==> config.mk <==
export PLATFORM = sky130hd
export DESIGN_NAME = match_sequencer_flat
export DESIGN_NICKNAME = d
export VERILOG_FILES = /design/src/rtl/match_sequencer_pkg.sv /design/src/rtl/match_sequencer_if.sv /design/src/rtl/match_sequencer_addr_gen.sv /design/src/rtl/match_sequencer.sv /design/src/flat_wrapper.sv
export SDC_FILE = /design/constraint.sdc
export NUM_CORES = 1
export LEC_CHECK = 0
export ABC_AREA = 1
export BUFFER_PORTS_ARGS = -buffer_cell sky130_fd_sc_hd__buf_2
export CAP_MARGIN = 20
export CORE_ASPECT_RATIO = 1.75
export CORE_UTILIZATION = 45
export CTS_CLUSTER_SIZE = 16
export DETAILED_ROUTE_END_ITERATION = 10
export PLACE_DENSITY = 0.73
export SLEW_MARGIN = 5
export SYNTH_ARGS = -nofsm -noshare
export SYNTH_HDL_FRONTEND = slang
export SYNTH_HIERARCHICAL = 1
export SYNTH_SLANG_ARGS = --single-unit
export TNS_END_PERCENT = 20
==> constraint.sdc <==
create_clock -name clock_i -period 2.9 [get_ports clock_i]
set_input_delay 0.58 -clock clock_i [delete_from_list [all_inputs] [get_ports clock_i]]
set_output_delay 0.58 -clock clock_i [all_outputs]
set_load 0.02 [all_outputs]
==> src/rtl/match_sequencer_pkg.sv <==
// match_pkg: shared state encoding, UART send codes and width helper for match_sequencer.
//   state_e   - sequencer FSM states
//   SEND_*    - result codes presented to the UART sender
//   clog2w()  - ceil(log2(n)) with a floor of one bit, used for all derived widths
package match_pkg;
    typedef enum logic [1:0] {IDLE, LOAD, SCAN, REPORT} state_e;
    localparam logic [1:0] SEND_OFF       = 2'd0;
    localparam logic [1:0] SEND_MATCH     = 2'd1;
    localparam logic [1:0] SEND_NOT_MATCH = 2'd2;
    function automatic int clog2w(input int n);
        int w = 1;
        while ((1 << w) < n) w++;
        return w;
    endfunction
endpackage

==> src/rtl/match_sequencer_if.sv <==
// match_sequencer_if: handshake and address bundle between the sequencer and its neighbours.
//   inputs to sequencer : start, abort, fifo_ready, pe_match, send_done
//   outputs of sequencer: rom_addr, ram_addr, pe_shift, pe_reset, send_code,
//                         match_row, match_count, busy
//   slave  modport - the sequencer itself
//   master modport - whatever drives the control inputs and observes results
interface match_sequencer_if #(
    parameter int TPL_W    = 40,
    parameter int TPL_H    = 100,
    parameter int IMG_ROWS = 480
);
    localparam int NUM_CAND = IMG_ROWS - TPL_H + 1;
    localparam int ROM_AW   = match_pkg::clog2w(TPL_W * TPL_H);
    localparam int RAM_AW   = match_pkg::clog2w(IMG_ROWS);
    localparam int ROW_W    = match_pkg::clog2w(NUM_CAND);
    localparam int CNT_W    = match_pkg::clog2w(NUM_CAND + 1);
    logic              start;
    logic              abort;
    logic              fifo_ready;
    logic              pe_match;
    logic              send_done;
    logic [ROM_AW-1:0] rom_addr;
    logic [RAM_AW-1:0] ram_addr;
    logic              pe_shift;
    logic              pe_reset;
    logic [1:0]        send_code;
    logic [ROW_W-1:0]  match_row;
    logic [CNT_W-1:0]  match_count;
    logic              busy;
    modport slave (
        input  start, abort, fifo_ready, pe_match, send_done,
        output rom_addr, ram_addr, pe_shift, pe_reset, send_code, match_row, match_count, busy
    );
    modport master (
        output start, abort, fifo_ready, pe_match, send_done,
        input  rom_addr, ram_addr, pe_shift, pe_reset, send_code, match_row, match_count, busy
    );
endinterface

==> src/rtl/match_sequencer_addr_gen.sv <==
// template_addr_gen: walks the template pixel grid column-first within each row.
//   clk_i, rst_i - clock, synchronous active-high reset
//   clear_i      - return to pixel (0,0); wins over advance_i
//   advance_i    - step one pixel this cycle (high for every SCAN cycle)
//   rom_addr_o   - trow*TPL_W+tcol while advancing, else 0
//   trow_o       - current template row while advancing, else 0
//   pe_shift_o   - last column of a template row
//   last_o       - last pixel of the template
module template_addr_gen #(
    parameter int TPL_W = 40,
    parameter int TPL_H = 100,
    localparam int ROM_AW = match_pkg::clog2w(TPL_W * TPL_H),
    localparam int TCW    = match_pkg::clog2w(TPL_W),
    localparam int TRW    = match_pkg::clog2w(TPL_H)
) (
    input  logic              clk_i,
    input  logic              rst_i,
    input  logic              clear_i,
    input  logic              advance_i,
    output logic [ROM_AW-1:0] rom_addr_o,
    output logic [TRW-1:0]    trow_o,
    output logic              pe_shift_o,
    output logic              last_o
);
    logic [TCW-1:0] tcol_q, tcol_d;
    logic [TRW-1:0] trow_q, trow_d;
    logic           col_end;
    assign col_end = tcol_q == TCW'(TPL_W - 1);
    // trow never needs its own wrap: the last pixel always ends the candidate, which clears.
    always_comb begin
        tcol_d = clear_i ? '0 : advance_i ? (col_end ? '0 : tcol_q + TCW'(1)) : tcol_q;
        trow_d = clear_i ? '0 : (advance_i && col_end) ? trow_q + TRW'(1) : trow_q;
    end
    always_ff @(posedge clk_i) begin
        if (rst_i) begin
            tcol_q <= '0;
            trow_q <= '0;
        end else begin
            tcol_q <= tcol_d;
            trow_q <= trow_d;
        end
    end
    assign rom_addr_o = advance_i ? ROM_AW'(int'(trow_q) * TPL_W + int'(tcol_q)) : '0;
    assign trow_o     = advance_i ? trow_q : '0;
    assign pe_shift_o = advance_i && col_end;
    assign last_o     = advance_i && col_end && trow_q == TRW'(TPL_H - 1);
endmodule

==> src/rtl/match_sequencer.sv <==
// match_sequencer: sweeps a TPL_W x TPL_H template over every vertical position of an image strip.
//   clock_i, reset_i - clock, synchronous active-high reset
//   bus (slave)      - control inputs, RAM/ROM addresses, PE controls and result reporting
//   MODE 0 stops at the first matching candidate; MODE 1 scans all and counts matches.
module match_sequencer
    import match_pkg::*;
#(
    parameter int TPL_W    = 40,
    parameter int TPL_H    = 100,
    parameter int IMG_ROWS = 480,
    parameter int MODE     = 0
) (
    input  logic              clock_i,
    input  logic              reset_i,
    match_sequencer_if.slave  bus
);
    localparam int NUM_CAND = IMG_ROWS - TPL_H + 1;
    localparam int RAM_AW   = clog2w(IMG_ROWS);
    localparam int ROW_W    = clog2w(NUM_CAND);
    localparam int CNT_W    = clog2w(NUM_CAND + 1);
    localparam int TRW      = clog2w(TPL_H);
    state_e             state_q, state_d;
    logic [ROW_W-1:0]   r_q, r_d, row_q, row_d;
    logic [CNT_W-1:0]   cnt_q, cnt_d, cnt_inc;
    logic [1:0]         code_q, code_d;
    logic [TRW-1:0]     trow;
    logic               scan, busy, abort_hit, last_pix, cand_end, cand_hit, last_cand, to_report;
    assign scan      = state_q == SCAN;
    assign busy      = state_q != IDLE;
    assign abort_hit = bus.abort && busy;
    assign cand_end  = scan && (!bus.pe_match || last_pix);
    assign cand_hit  = cand_end && bus.pe_match;
    assign last_cand = r_q == ROW_W'(NUM_CAND - 1);
    assign cnt_inc   = cnt_q == CNT_W'(NUM_CAND) ? cnt_q : cnt_q + CNT_W'(1);
    template_addr_gen #(.TPL_W(TPL_W), .TPL_H(TPL_H)) u_addr (
        .clk_i      (clock_i),
        .rst_i      (reset_i),
        .clear_i    (cand_end || abort_hit),
        .advance_i  (scan),
        .rom_addr_o (bus.rom_addr),
        .trow_o     (trow),
        .pe_shift_o (bus.pe_shift),
        .last_o     (last_pix)
    );
    always_comb begin
        state_d   = state_q;
        r_d       = r_q;
        row_d     = row_q;
        cnt_d     = cnt_q;
        code_d    = code_q;
        to_report = MODE == 0 ? (cand_hit || (cand_end && last_cand)) : (cand_end && last_cand);
        case (state_q)
            IDLE: if (bus.start) begin
                state_d = LOAD;
                r_d     = '0;
                row_d   = '0;
                cnt_d   = '0;
            end
            LOAD: if (bus.fifo_ready) state_d = SCAN;
            SCAN: begin
                // a zero count means no earlier hit this job, so this one is the first
                if (cand_hit) begin
                    cnt_d = cnt_inc;
                    if (cnt_q == '0) row_d = r_q;
                end
                if (to_report) begin
                    state_d = REPORT;
                    code_d  = (cand_hit || cnt_q != '0) ? SEND_MATCH : SEND_NOT_MATCH;
                end else if (cand_end) begin
                    r_d = r_q + ROW_W'(1);
                end
            end
            REPORT: if (bus.send_done) begin
                state_d = IDLE;
                code_d  = SEND_OFF;
            end
            default: state_d = IDLE;
        endcase
        if (abort_hit) begin
            state_d = IDLE;
            code_d  = SEND_OFF;
            r_d     = '0;
            row_d   = '0;
            cnt_d   = '0;
        end
    end
    always_ff @(posedge clock_i) begin
        if (reset_i) begin
            state_q <= IDLE;
            r_q     <= '0;
            row_q   <= '0;
            cnt_q   <= '0;
            code_q  <= SEND_OFF;
        end else begin
            state_q <= state_d;
            r_q     <= r_d;
            row_q   <= row_d;
            cnt_q   <= cnt_d;
            code_q  <= code_d;
        end
    end
    assign bus.ram_addr    = scan ? RAM_AW'(int'(r_q) + int'(trow)) : '0;
    assign bus.pe_reset    = reset_i || cand_end || abort_hit;
    assign bus.send_code   = code_q;
    assign bus.match_row   = row_q;
    assign bus.match_count = cnt_q;
    assign bus.busy        = busy;
endmodule

==> src/flat_wrapper.sv <==
// flat-port wrapper written by rule: the top's interface ports become plain ports
module match_sequencer_flat import match_pkg::*;
#(
    parameter int TPL_W    = 40,
    parameter int TPL_H    = 100,
    parameter int IMG_ROWS = 480,
    parameter int MODE     = 0
)
  (clock_i, reset_i, bus_start, bus_abort, bus_fifo_ready, bus_pe_match, bus_send_done, bus_rom_addr, bus_ram_addr, bus_pe_shift, bus_pe_reset, bus_send_code, bus_match_row, bus_match_count, bus_busy);
  match_sequencer_if #(.TPL_W(TPL_W), .TPL_H(TPL_H), .IMG_ROWS(IMG_ROWS)) bus_i ();
  input  logic clock_i;
  input  logic reset_i;
  input wire logic [$bits(bus_i.start)-1:0] bus_start;
  input wire logic [$bits(bus_i.abort)-1:0] bus_abort;
  input wire logic [$bits(bus_i.fifo_ready)-1:0] bus_fifo_ready;
  input wire logic [$bits(bus_i.pe_match)-1:0] bus_pe_match;
  input wire logic [$bits(bus_i.send_done)-1:0] bus_send_done;
  output wire logic [$bits(bus_i.rom_addr)-1:0] bus_rom_addr;
  output wire logic [$bits(bus_i.ram_addr)-1:0] bus_ram_addr;
  output wire logic [$bits(bus_i.pe_shift)-1:0] bus_pe_shift;
  output wire logic [$bits(bus_i.pe_reset)-1:0] bus_pe_reset;
  output wire logic [$bits(bus_i.send_code)-1:0] bus_send_code;
  output wire logic [$bits(bus_i.match_row)-1:0] bus_match_row;
  output wire logic [$bits(bus_i.match_count)-1:0] bus_match_count;
  output wire logic [$bits(bus_i.busy)-1:0] bus_busy;
  assign bus_i.start = bus_start;
  assign bus_i.abort = bus_abort;
  assign bus_i.fifo_ready = bus_fifo_ready;
  assign bus_i.pe_match = bus_pe_match;
  assign bus_i.send_done = bus_send_done;
  assign bus_rom_addr = bus_i.rom_addr;
  assign bus_ram_addr = bus_i.ram_addr;
  assign bus_pe_shift = bus_i.pe_shift;
  assign bus_pe_reset = bus_i.pe_reset;
  assign bus_send_code = bus_i.send_code;
  assign bus_match_row = bus_i.match_row;
  assign bus_match_count = bus_i.match_count;
  assign bus_busy = bus_i.busy;
  match_sequencer #(.TPL_W(TPL_W), .TPL_H(TPL_H), .IMG_ROWS(IMG_ROWS), .MODE(MODE)) u_core (.clock_i(clock_i), .reset_i(reset_i), .bus(bus_i));
endmodule
==> results.sh <==
export IMPL_io_pins=51
export IMPL_min_to="u_core/bus.match_row[8]"
export IMPL_post_route_min_period_ns=2.841
export IMPL_fp_dieH_microns=119.6
export IMPL_fin_ws_ns=0.05945
export IMPL_syn_inst=550
export IMPL_antenna_left=0
export IMPL_fin_setup_tns_ns=0
export IMPL_fp_dieW_microns=69.20
export IMPL_post_place_ws_ns=0.1296
export IMPL_crit_fanout=3
export IMPL_cts_max_level=2
export IMPL_arrival_ns=2.26
export IMPL_syn_num_nets=591
export IMPL_diodes=0
export IMPL_reg2regPathDepth=20
export IMPL_holdPathStages=2
export IMPL_relSlewSlack_pct=49.50
export IMPL_r2r_setup_slack_ns=0.38
export IMPL_yosys_warnings=6
export IMPL_placedCellCount=690
export IMPL_min_delay_start="u_core/bus.match_row[8]"
export IMPL_gp_congestion=0.9524
export IMPL_hold_slack_ns=0.4572
export IMPL_rsz0062_at_grt="true"
export IMPL_synth_area_sq_mm=0.003556
export IMPL_avgViaCountPerCell=5.269
export IMPL_fin_nets=658
export IMPL_cp_required_ns=2.32
export IMPL_port_buffers=50
export IMPL_crit_path_start_kind="flip-flop"
export IMPL_drive_above_1_share_pct=23.14
export IMPL_crit_start="u_core/u_addr/trow_q[1]"
export IMPL_hold_class="reg2reg"
export IMPL_start_util_pct=46.67
export IMPL_avgSynthCellArea_sq_um=6.465
export IMPL_clk_insertion_delay_late_ns=0.29
export IMPL_period_share_pct=97.95
export IMPL_hold_violations=0
export IMPL_grt_antenna_before_repair=0
export IMPL_cts_tree="built"
export IMPL_leakage_nw=2.207
export IMPL_skew_ns=0.004224
export IMPL_final_cell_mix="130 x nand2_1, 76 x inv_1, 66 x nor2_1"
export IMPL_power_mw=2.152
export IMPL_stdcell_count=706
export IMPL_crit_type="reg2out"
export IMPL_post_drt_wl_per_cell_microns=13.10
export IMPL_grt_start_max_net_pins=23
export IMPL_rows=42
export IMPL_worst_slew_pin_slew_ns=0.7548
export IMPL_maxSlewViolCount=0
export IMPL_clkTransAtPathRegs_ns=0.06
export IMPL_outcome="completed"
export IMPL_wl_microns=9246
export IMPL_yosysSeqAreaShare_pct=24.77
export IMPL_cts_sinks=44
export IMPL_gr_total_overflow=0
export IMPL_final_common_cell="nand2_1"
export IMPL_dp_hpwl_microns=7011
export IMPL_worst_setup_path_end_kind="output port"
export IMPL_die_area_sq_mm=0.008275
export IMPL_drt_drc_violations_left=0
export IMPL_syn_to_final_growth_pct=21.36
export IMPL_timing_rr_end="u_core/state_q[1]"
export IMPL_cts_root_buffer="clkbuf_16"
export IMPL_setup_viol=0
export IMPL_ys_ff_latch=44
export IMPL_grt_use_total_pct=22.28
export IMPL_r2r_start="u_core/state_q[0]"
export IMPL_power_density_mw_per_mm2=498.8
export IMPL_drtIter0Drc=206
export IMPL_grt_pass1_vias=3444
export IMPL_timing_fmax_mhz=352.0
export IMPL_cts_inserted_buffers=5
export IMPL_hold_buffers=0
export IMPL_grt_pass1_wl_microns=15080
export IMPL_core_area_sq_mm=0.007620
export IMPL_vias=3720
export IMPL_firstDrtPassIters=4
export IMPL_synth_cell_type_count=38
export IMPL_clockBufferDepth=2
export IMPL_max_cap_violations=0
export IMPL_power_ir_vdd_worst_mv=0.3038
## stage by stage
step,util (%),area [sq um]
floorplan,-,3556
detailed placement,51.74,3943
CTS,55.24,4209
global placement,51.74,3943
global route,56.63,4315
finish,56.63,4315
## state kept, by name (all words and copies together) (netlist names)
| name | flops |
|---|---|
| u_core/state_q | 2 |
| u_core/u_addr/tcol_q | 6 |
| u_core/u_addr/trow_q | 7 |
| u_core/r_q | 9 |
| u_core/bus.send_code | 2 |
| u_core/bus.match_row | 9 |
| u_core/bus.match_count | 9 |
## synthesized netlist by cell type (all sizes together)
cell type    n  area (sq um)
clkbuf       2         7.510
and3         1         6.260
o21ai       24         131.4
nand2      142         578.1
xor2         7         61.31
o221ai       1         8.760
nor2        73         325.3
buf         11         81.32
or2          2         12.52
fa           3         60.06
dfxtp       44         880.8
nand4       23         143.9
nor3b        2         20.02
o22ai        1         6.260
nor3         8         40.04
clkinv       1         3.750
ha          31         387.9
inv         87         331.6
xnor2        1         8.760
o21bai       3         26.27
nand3       38         205.2
a21oi       45         229.0
## worst max-delay path, stage by stage (launching register included)
cell,delay [ns]
dfxtp_4,0.36
ha_4,0.22
ha_4,0.17
fa_2,0.39
xor2_2,0.23
inv_2,0.07
nor2_4,0.10
nand3_2,0.08
nand2_1,0.07
nand2_1,0.05
nor2_1,0.10
buf_4,0.14
## repair_timing
action,in CTS,in global routing
setup buffers,4,4
pin swaps,2,12
endpoints found under the setup margin,10,10
resized for setup,16,22
## how the worst max path moves through the flow
stage          slack [ns]  cells past startpoint          endpoint
5_1_grt             -0.06                     11  bus_rom_addr[11]
6_report             0.06                     11  bus_rom_addr[11]
2_1_floorplan        0.06                     15   bus_ram_addr[8]
4_1_cts             0.002                     11  bus_rom_addr[11]
3_5_place_dp         0.13                     14   bus_ram_addr[8]
3_3_place_gp         0.17                     14   bus_ram_addr[8]
## per-layer routing
| layer | part of all wire [%] | global-route usage, % | wire length (microns) |
|---|---|---|---|
| met2 | 55 | 43.20 | 5093 |
| met3 | 3.5 | 3.610 | 324 |
| met4 | 3.3 | 11.99 | 306 |
| met1 | 38 | 21.89 | 3522 |
| met5 | 0 | 0 | 0 |
## final cells by class
| cell class | count | area (sq um) |
|---|---|---|
| clock inverter | 2 | 35.03 |
| inverter | 88 | 335.3 |
| timing repair buffer | 73 | 436.7 |
| sequential | 44 | 892.1 |
| multi-input combinational | 405 | 2377 |
| tap | 88 | 110.1 |
| fill | 744 | 3304 |
| clock buffer | 6 | 128.9 |
## where the power goes
| part | leakage [nW] | switching, mW | internal, mW | total (mW) |
|---|---|---|---|---|
| registers | 0.359 | 0.0412 | 0.650 | 0.691 |
| logic | 1.77 | 0.552 | 0.262 | 0.814 |
| clock network | 0.0808 | 0.242 | 0.405 | 0.647 |
## cells by family after synthesis
group / count (synthesis) / synth area share (%)
xor+xnor: 8 / 1.971
simple gates: 289 / 37.44
fa+ha+maj: 34 / 12.60
compound gates: 74 / 11.29
flops: 44 / 24.77
buf+inv: 101 / 11.93
Note: power is estimated with default switching activity, not from simulation.
